File: config.mk
export PLATFORM = sky130hd
export DESIGN_NAME = ycbcr2rgb565_flat
export DESIGN_NICKNAME = d
export VERILOG_FILES = /design/src/rtl/ycbcr2rgb565_pkg.sv /design/src/rtl/ycbcr2rgb565_if.sv /design/src/rtl/ycbcr2rgb565_dither.sv /design/src/rtl/ycbcr2rgb565.sv /design/src/flat_wrapper.sv
export SDC_FILE = /design/constraint.sdc
export NUM_CORES = 1
export LEC_CHECK = 0
export ABC_AREA = 1
export CAP_MARGIN = 0
export CORE_AREA = 4 4 150 210
export DETAILED_ROUTE_END_ITERATION = 12
export DIE_AREA = 0 0 154 214
export GPL_TIMING_DRIVEN = 0
export PLACE_DENSITY = 0.56
export SYNTH_ARGS = -nofsm -noshare
export SYNTH_HDL_FRONTEND = slang
export SYNTH_SLANG_ARGS = --single-unit
File: constraint.sdc
create_clock -name clk -period 2.95 [get_ports clk]
set_clock_uncertainty 0.05 [all_clocks]
set_input_delay 0.4425 -clock clk [delete_from_list [all_inputs] [get_ports clk]]
set_output_delay 0.4425 -clock clk [all_outputs]
set_load 0.1 [all_outputs]
File: src/rtl/ycbcr2rgb565_pkg.sv
// Shared constants, control struct and arithmetic helpers for the YCbCr -> RGB565 converter.
// The dither tables are only consulted when YCBCR2RGB_DITHER_EN is defined.
package ycbcr2rgb565_pkg;

    localparam int unsigned COEF_R_CR = 359;
    localparam int unsigned COEF_G_CB = 88;
    localparam int unsigned COEF_G_CR = 183;
    localparam int unsigned COEF_B_CB = 454;

    localparam logic [17:0] OFFS_R = 18'd45952;
    localparam logic [17:0] OFFS_G = 18'd34688;
    localparam logic [17:0] OFFS_B = 18'd58112;

    localparam int CTRL_DELAY = 3;

    // Indexed by {row, col}; entry 0 is the least significant element.
    localparam logic [3:0][2:0] DITHER_RB = {3'd2, 3'd6, 3'd4, 3'd0};
    localparam logic [3:0][1:0] DITHER_G  = {2'd1, 2'd3, 2'd2, 2'd0};

    typedef struct packed {
        logic vsync;
        logic hsync;
        logic de;
    } ctrl_t;

    function automatic logic [7:0] clamp8(input logic signed [17:0] s);
        logic [7:0] v;
        if (s[17])
            v = 8'd0;
        else if (s[16])
            v = 8'hFF;
        else
            v = s[15:8];
        return v;
    endfunction

    function automatic logic [7:0] sat_add8(input logic [7:0] v, input logic [2:0] off);
        logic [8:0] t;
        t = {1'b0, v} + {6'd0, off};
        return t[8] ? 8'hFF : t[7:0];
    endfunction

    function automatic logic [4:0] to_rb5(input logic signed [17:0] s, input logic [2:0] off);
        logic [7:0] v;
        v = sat_add8(clamp8(s), off);
        return v[7:3];
    endfunction

    function automatic logic [5:0] to_g6(input logic signed [17:0] s, input logic [1:0] off);
        logic [7:0] v;
        v = sat_add8(clamp8(s), {1'b0, off});
        return v[7:2];
    endfunction

endpackage

File: src/rtl/ycbcr2rgb565_if.sv
// Video bus for the YCbCr -> RGB565 converter: YCbCr pixel plus sync in, RGB565 plus sync out.
// The source/sink side uses master; the converter uses slave.
interface ycbcr2rgb565_if;
    logic       pre_frame_vsync;
    logic       pre_frame_hsync;
    logic       pre_frame_de;
    logic [7:0] img_y;
    logic [7:0] img_cb;
    logic [7:0] img_cr;
    logic       post_frame_vsync;
    logic       post_frame_hsync;
    logic       post_frame_de;
    logic [4:0] img_red;
    logic [5:0] img_green;
    logic [4:0] img_blue;

    modport master (
        output pre_frame_vsync, pre_frame_hsync, pre_frame_de, img_y, img_cb, img_cr,
        input  post_frame_vsync, post_frame_hsync, post_frame_de, img_red, img_green, img_blue
    );

    modport slave (
        input  pre_frame_vsync, pre_frame_hsync, pre_frame_de, img_y, img_cb, img_cr,
        output post_frame_vsync, post_frame_hsync, post_frame_de, img_red, img_green, img_blue
    );
endinterface

File: src/rtl/ycbcr2rgb565_dither.sv
// 2x2 ordered-dither position tracker and offset lookup, present only when YCBCR2RGB_DITHER_EN
// is defined; the file is empty in the default build.
`ifdef YCBCR2RGB_DITHER_EN
module ycbcr2rgb_dither
    import ycbcr2rgb565_pkg::*;
(
    input  logic       clk,
    input  logic       rst_n,
    input  logic       vsync,
    input  logic       de,
    input  logic [1:0] pos_lookup,
    output logic [1:0] pos,
    output logic [2:0] off_rb,
    output logic [1:0] off_g
);

    logic row_reg;
    logic col_reg;
    logic de_prev_reg;
    logic vsync_prev_reg;

    always_ff @(posedge clk or negedge rst_n) begin
        if (!rst_n) begin
            row_reg        <= 1'b0;
            col_reg        <= 1'b0;
            de_prev_reg    <= 1'b0;
            vsync_prev_reg <= 1'b0;
        end else begin
            de_prev_reg    <= de;
            vsync_prev_reg <= vsync;
            col_reg        <= de ? ~col_reg : 1'b0;
            // A new frame wins over an end-of-line in the same cycle.
            if (vsync && !vsync_prev_reg)
                row_reg <= 1'b0;
            else if (de_prev_reg && !de)
                row_reg <= ~row_reg;
        end
    end

    assign pos    = {row_reg, col_reg};
    assign off_rb = DITHER_RB[pos_lookup];
    assign off_g  = DITHER_G[pos_lookup];

endmodule
`endif

File: src/rtl/ycbcr2rgb565.sv
// Three-stage YCbCr (8-bit) to RGB565 converter with saturation and 3-cycle sync alignment.
// Define YCBCR2RGB_DITHER_EN to add 2x2 ordered dithering ahead of the 565 truncation.
module ycbcr2rgb565
    import ycbcr2rgb565_pkg::*;
(
    input  logic          clk,
    input  logic          rst_n,
    ycbcr2rgb565_if.slave video
);

    logic [16:0]        y256_reg, cr359_reg, cb88_reg, cr183_reg, cb454_reg;
    logic signed [17:0] sum_r_reg, sum_g_reg, sum_b_reg;
    logic signed [17:0] sum_r_next, sum_g_next, sum_b_next;
    logic [4:0]         red_reg, blue_reg;
    logic [5:0]         green_reg;
    logic [2:0]         off_rb;
    logic [1:0]         off_g;
    ctrl_t              ctrl_in;
    ctrl_t              ctrl_pipe [CTRL_DELAY];

    assign ctrl_in = '{vsync: video.pre_frame_vsync,
                       hsync: video.pre_frame_hsync,
                       de:    video.pre_frame_de};

    genvar gi;
    generate
        for (gi = 0; gi < CTRL_DELAY; gi++) begin : g_ctrl
            always_ff @(posedge clk or negedge rst_n) begin
                if (!rst_n)
                    ctrl_pipe[gi] <= '0;
                else if (gi == 0)
                    ctrl_pipe[gi] <= ctrl_in;
                else
                    ctrl_pipe[gi] <= ctrl_pipe[(gi == 0) ? 0 : gi - 1];
            end
        end
    endgenerate

    // Stage 1: unsigned products.
    always_ff @(posedge clk or negedge rst_n) begin
        if (!rst_n) begin
            y256_reg  <= '0;
            cr359_reg <= '0;
            cb88_reg  <= '0;
            cr183_reg <= '0;
            cb454_reg <= '0;
        end else begin
            y256_reg  <= {1'b0, video.img_y, 8'd0};
            cr359_reg <= 17'(video.img_cr) * 17'(COEF_R_CR);
            cb88_reg  <= 17'(video.img_cb) * 17'(COEF_G_CB);
            cr183_reg <= 17'(video.img_cr) * 17'(COEF_G_CR);
            cb454_reg <= 17'(video.img_cb) * 17'(COEF_B_CB);
        end
    end

    // Stage 2: signed sums including the chroma offset constants.
    always_comb begin
        sum_r_next = $signed({1'b0, y256_reg}) + $signed({1'b0, cr359_reg}) - $signed(OFFS_R);
        sum_g_next = $signed({1'b0, y256_reg}) - $signed({1'b0, cb88_reg})
                   - $signed({1'b0, cr183_reg}) + $signed(OFFS_G);
        sum_b_next = $signed({1'b0, y256_reg}) + $signed({1'b0, cb454_reg}) - $signed(OFFS_B);
    end

    always_ff @(posedge clk or negedge rst_n) begin
        if (!rst_n) begin
            sum_r_reg <= '0;
            sum_g_reg <= '0;
            sum_b_reg <= '0;
        end else begin
            sum_r_reg <= sum_r_next;
            sum_g_reg <= sum_g_next;
            sum_b_reg <= sum_b_next;
        end
    end

`ifdef YCBCR2RGB_DITHER_EN
    logic [1:0] pos_now;
    logic [1:0] pos_s1_reg;
    logic [1:0] pos_s2_reg;

    ycbcr2rgb_dither u_dither (
        .clk        (clk),
        .rst_n      (rst_n),
        .vsync      (video.pre_frame_vsync),
        .de         (video.pre_frame_de),
        .pos_lookup (pos_s2_reg),
        .pos        (pos_now),
        .off_rb     (off_rb),
        .off_g      (off_g)
    );

    always_ff @(posedge clk or negedge rst_n) begin
        if (!rst_n) begin
            pos_s1_reg <= '0;
            pos_s2_reg <= '0;
        end else begin
            pos_s1_reg <= pos_now;
            pos_s2_reg <= pos_s1_reg;
        end
    end
`else
    assign off_rb = '0;
    assign off_g  = '0;
`endif

    // Stage 3: clamp, dither, truncate; blanking is applied using the hsync that lands with this pixel.
    always_ff @(posedge clk or negedge rst_n) begin
        if (!rst_n) begin
            red_reg   <= '0;
            green_reg <= '0;
            blue_reg  <= '0;
        end else if (ctrl_pipe[CTRL_DELAY-2].hsync) begin
            red_reg   <= to_rb5(sum_r_reg, off_rb);
            green_reg <= to_g6(sum_g_reg, off_g);
            blue_reg  <= to_rb5(sum_b_reg, off_rb);
        end else begin
            red_reg   <= '0;
            green_reg <= '0;
            blue_reg  <= '0;
        end
    end

    assign video.post_frame_vsync = ctrl_pipe[CTRL_DELAY-1].vsync;
    assign video.post_frame_hsync = ctrl_pipe[CTRL_DELAY-1].hsync;
    assign video.post_frame_de    = ctrl_pipe[CTRL_DELAY-1].de;
    assign video.img_red          = red_reg;
    assign video.img_green        = green_reg;
    assign video.img_blue         = blue_reg;

endmodule

File: src/flat_wrapper.sv
// flat-port wrapper written by rule: the top's interface ports become plain ports
module ycbcr2rgb565_flat import ycbcr2rgb565_pkg::*;
  (clk, rst_n, video_pre_frame_vsync, video_pre_frame_hsync, video_pre_frame_de, video_img_y, video_img_cb, video_img_cr, video_post_frame_vsync, video_post_frame_hsync, video_post_frame_de, video_img_red, video_img_green, video_img_blue);
  ycbcr2rgb565_if video_i ();
  input  logic clk;
  input  logic rst_n;
  input wire logic [$bits(video_i.pre_frame_vsync)-1:0] video_pre_frame_vsync;
  input wire logic [$bits(video_i.pre_frame_hsync)-1:0] video_pre_frame_hsync;
  input wire logic [$bits(video_i.pre_frame_de)-1:0] video_pre_frame_de;
  input wire logic [$bits(video_i.img_y)-1:0] video_img_y;
  input wire logic [$bits(video_i.img_cb)-1:0] video_img_cb;
  input wire logic [$bits(video_i.img_cr)-1:0] video_img_cr;
  output wire logic [$bits(video_i.post_frame_vsync)-1:0] video_post_frame_vsync;
  output wire logic [$bits(video_i.post_frame_hsync)-1:0] video_post_frame_hsync;
  output wire logic [$bits(video_i.post_frame_de)-1:0] video_post_frame_de;
  output wire logic [$bits(video_i.img_red)-1:0] video_img_red;
  output wire logic [$bits(video_i.img_green)-1:0] video_img_green;
  output wire logic [$bits(video_i.img_blue)-1:0] video_img_blue;
  assign video_i.pre_frame_vsync = video_pre_frame_vsync;
  assign video_i.pre_frame_hsync = video_pre_frame_hsync;
  assign video_i.pre_frame_de = video_pre_frame_de;
  assign video_i.img_y = video_img_y;
  assign video_i.img_cb = video_img_cb;
  assign video_i.img_cr = video_img_cr;
  assign video_post_frame_vsync = video_i.post_frame_vsync;
  assign video_post_frame_hsync = video_i.post_frame_hsync;
  assign video_post_frame_de = video_i.post_frame_de;
  assign video_img_red = video_i.img_red;
  assign video_img_green = video_i.img_green;
  assign video_img_blue = video_i.img_blue;
  ycbcr2rgb565 u_core (.clk(clk), .rst_n(rst_n), .video(video_i));
endmodule
==> impl_metrics.py <==
metrics = {
    "cts": {
        "clockRootBuffer": "clkbuf_16",
        "cts_tree": "built",
        "clk_path_buf_depth": 2,
        "cts.sink_count": 102,
        "cts_buffers": 9,
        "clk-insertion-delay-late_ns": 0.35,
        "htreeDepth": 3,
        "clk_pin_slew_ns": 0.07,
    },
    "detailed_routing": {
        "avgViaCountPerCell": 4.531,
        "wl_per_cell_microns": 12.39,
        "dr.pass1.iters": 4,
        "drc": 0,
        "wl_microns": 21940,
        "detail_route.iter0.violations": 220,
        "final_antenna_net_count": 0,
        "dr_total_vias": 8024,
    },
    "timing": {
        "worst_hold_slack_ns": 0.07992,
        "tightest_slew_ns": 0.9645,
        "fin_ws_ns": -0.4768,
        "rsz0062_at_grt": "yes",
        "fin_crit_sh_pct": 116.2,
        "slew_viol_final": 0,
        "setup_viol": 26,
        "fin_crit_ns": 3.427,
        "hold_viol_final": 0,
        "slew_headroom_pct": 35.50,
        "fmax_mhz": 291.8,
    },
    "synthesis": {
        "async_flop_share_pct": 100.0,
        "ys_top_cells_by_count": "287 x inv_1, 285 x nand2_1, 203 x ha_1",
        "synth_area_leader_cell": "dfrtp_1",
        "synth_top_family_by_area": "adder cells",
        "seq_area_frac_synth_pct": 24.88,
        "synth.area.top_cells": "dfrtp_1 25%, ha_1 25%, inv_1 11%",
        "synth_edf_count": 0,
        "syn_area_sq_mm": 0.01026,
        "synth-simple-area-share_pct": 20.09,
        "synth_nets": 1576,
        "synth-compound-area-share_pct": 5.220,
        "synth_top_area_share_pct": 24.88,
        "synth_xor_area_share_pct": 3.415,
        "postSynthAreaPerCell_sq_um": 7.947,
        "muxShareOfSynthArea_pct": 0,
        "synthFlopType": "dfrtp_1",
        "synthCells": 1291,
        "ys_warn_count": 0,
        "yosys.area_share.adder_pct": 35.10,
        "yosysMostFrequentCell": "inv_1",
        "synth-seq-cells": 102,
        "ys_types": 31,
    },
    "run_status": {
        "status": "finished with violations",
        "violations": "setup timing",
    },
    "power": {
        "p_total_mw": 13.38,
        "p_leak_nw": 6.928,
        "irDropWorstVdd_v": 0.0005299,
        "power_density_mw_per_mm2": 1046,
    },
    "global_route": {
        "grt_first_pass_wirelength_microns": 37630,
        "grt_start_max_net_pins": 57,
        "grt_pass1_vias": 8199,
        "grt_antenna_before_repair": 0,
        "grt_overflow": 0,
        "grt_usage_pct": 13.75,
    },
    "worst_setup_path": {
        "crit_arrival_ns": 3.62,
        "worstSetupPathType": "input port to flip-flop",
        "worstSetupStartpointType": "input port",
        "ff2ff_setup_slack_ns": 0.14,
        "r2r-start": "u_core.y256_reg[10]",
        "end_kind": "flip-flop",
        "required_ns": 3.14,
        "cp_max_fo": 4,
        "startpoint": "video_img_cr[6]",
    },
    "placed_design": {
        "port_buffers": 47,
        "post-place-ws_ns": -1.649,
        "gp_congestion": 0.8508,
        "placed_cell_area_sq_mm": 0.01150,
        "dp.final_hpwl_microns": 18530,
    },
    "floorplan": {
        "rows": 75,
        "fp.dieW_microns": 154,
        "die_h_microns": 214,
        "die_area_sq_mm": 0.03296,
        "boundaryPins": 48,
        "start_util_pct": 34.49,
        "core_sq_mm": 0.02975,
    },
    "cells_and_area": {
        "design_area_sq_mm": 0.01280,
        "drive_above_1_share_pct": 20.78,
        "area_delta_synth_final_pct": 24.74,
        "nets": 1666,
        "antenna_cells": 0,
        "fin_util_pct": 43.02,
        "largest_reg_flops": 14,
    },
    "hold_path": {
        "min_path_type": "input port to async pin",
    },
    "job": {
        "maxCapViolCount": 0,
    },
}
## cell type report
class / instances / area [sq um]
multi-input combinational: 880 / 7471
inverter: 309 / 1179
sequential: 102 / 2560
tap: 385 / 481.7
clock buffer: 9 / 225.2
clock inverter: 7 / 55.05
fill: 2913 / 16950
timing repair buffer: 79 / 827.0
## per-stage QoR
step                      std cells  setup TNS (ns)
after global placement         1723         -289.60
final                          1771          -7.676
after global routing           1771          -10.79
after floorplan                1291          -7.431
after detailed placement       1724          -41.07
after CTS                      1761          -7.923
## worst paths after layout
| path | end | cells after the start |
|---|---|---|
| max in group asynchronous | u_core.y256_reg[10] | 2 |
| worst min-delay path | u_core.cr183_reg[13] | 1 |
| worst max register to register | u_core.sum_g_reg[16] | 14 |
| min in group clk | u_core.cr359_reg[0] | 1 |
| worst max-delay path | u_core.cr359_reg[8] | 16 |
| worst min register to register | u_core.ctrl_pipe[3] | 0 |
## logic make-up after synthesis
kind of cell | after synthesis
buf+inv | 309
xor+xnor | 40
fa+ha+maj | 256
compound gates | 94
simple gates | 490
flops | 102
## critical path, stage by stage
cell	delay [ns]
buf_12	0.10
fa_1	0.55
inv_2	0.04
fa_1	0.47
inv_1	0.05
fa_1	0.50
inv_2	0.04
fa_1	0.52
inv_2	0.05
ha_4	0.24
nand2_4	0.08
inv_2	0.04
a21oi_2	0.11
nand2_2	0.10
buf_4	0.15
xor2_2	0.13
## layout by cell type (no fill, tap or decap), types with 5 or more instances in the layout
master             n
fa_1              52
dfrtp_2            6
nor3_2             7
xor2_1            25
nand3_2           17
o21ai_1            5
nor2_2            13
nand3_1           51
ha_4              29
clkdlybuf4s50_1   30
nand2_4           14
buf_6             15
xnor2_1           10
buf_4             22
nand4_1           14
nand3b_1           5
inv_1            267
clkbuf_16          9
nor2_1            76
nor2_4             6
dfrtp_1           96
nor3_1             6
nand2_2           43
a21oi_2           23
inv_2             36
buf_12             5
nand2_1          231
a21oi_1           27
o21ai_0           15
ha_1             170
o21bai_1           7
## routing by layer
| metal | wire [microns] | track usage, % |
|---|---|---|
| met1 | 9004 | 15.80 |
| met2 | 11850 | 26.14 |
| met3 | 427 | 1.192 |
| met4 | 651 | 5.037 |
| met5 | 0 | 0 |
## repair_timing
item                       4_1_cts  5_1_grt
setup endpoints to repair       38       34
pin swaps                       54       49
hold buffers                     0        0
setup buffers                   21       11
resized for setup              180      101
## power by group
group          internal, mW  switching (mW)
Clock                 0.582           0.528
Sequential             1.98           0.201
Combinational          4.03            6.06
Total                  6.60            6.78
(Power assumes the default switching activity.)
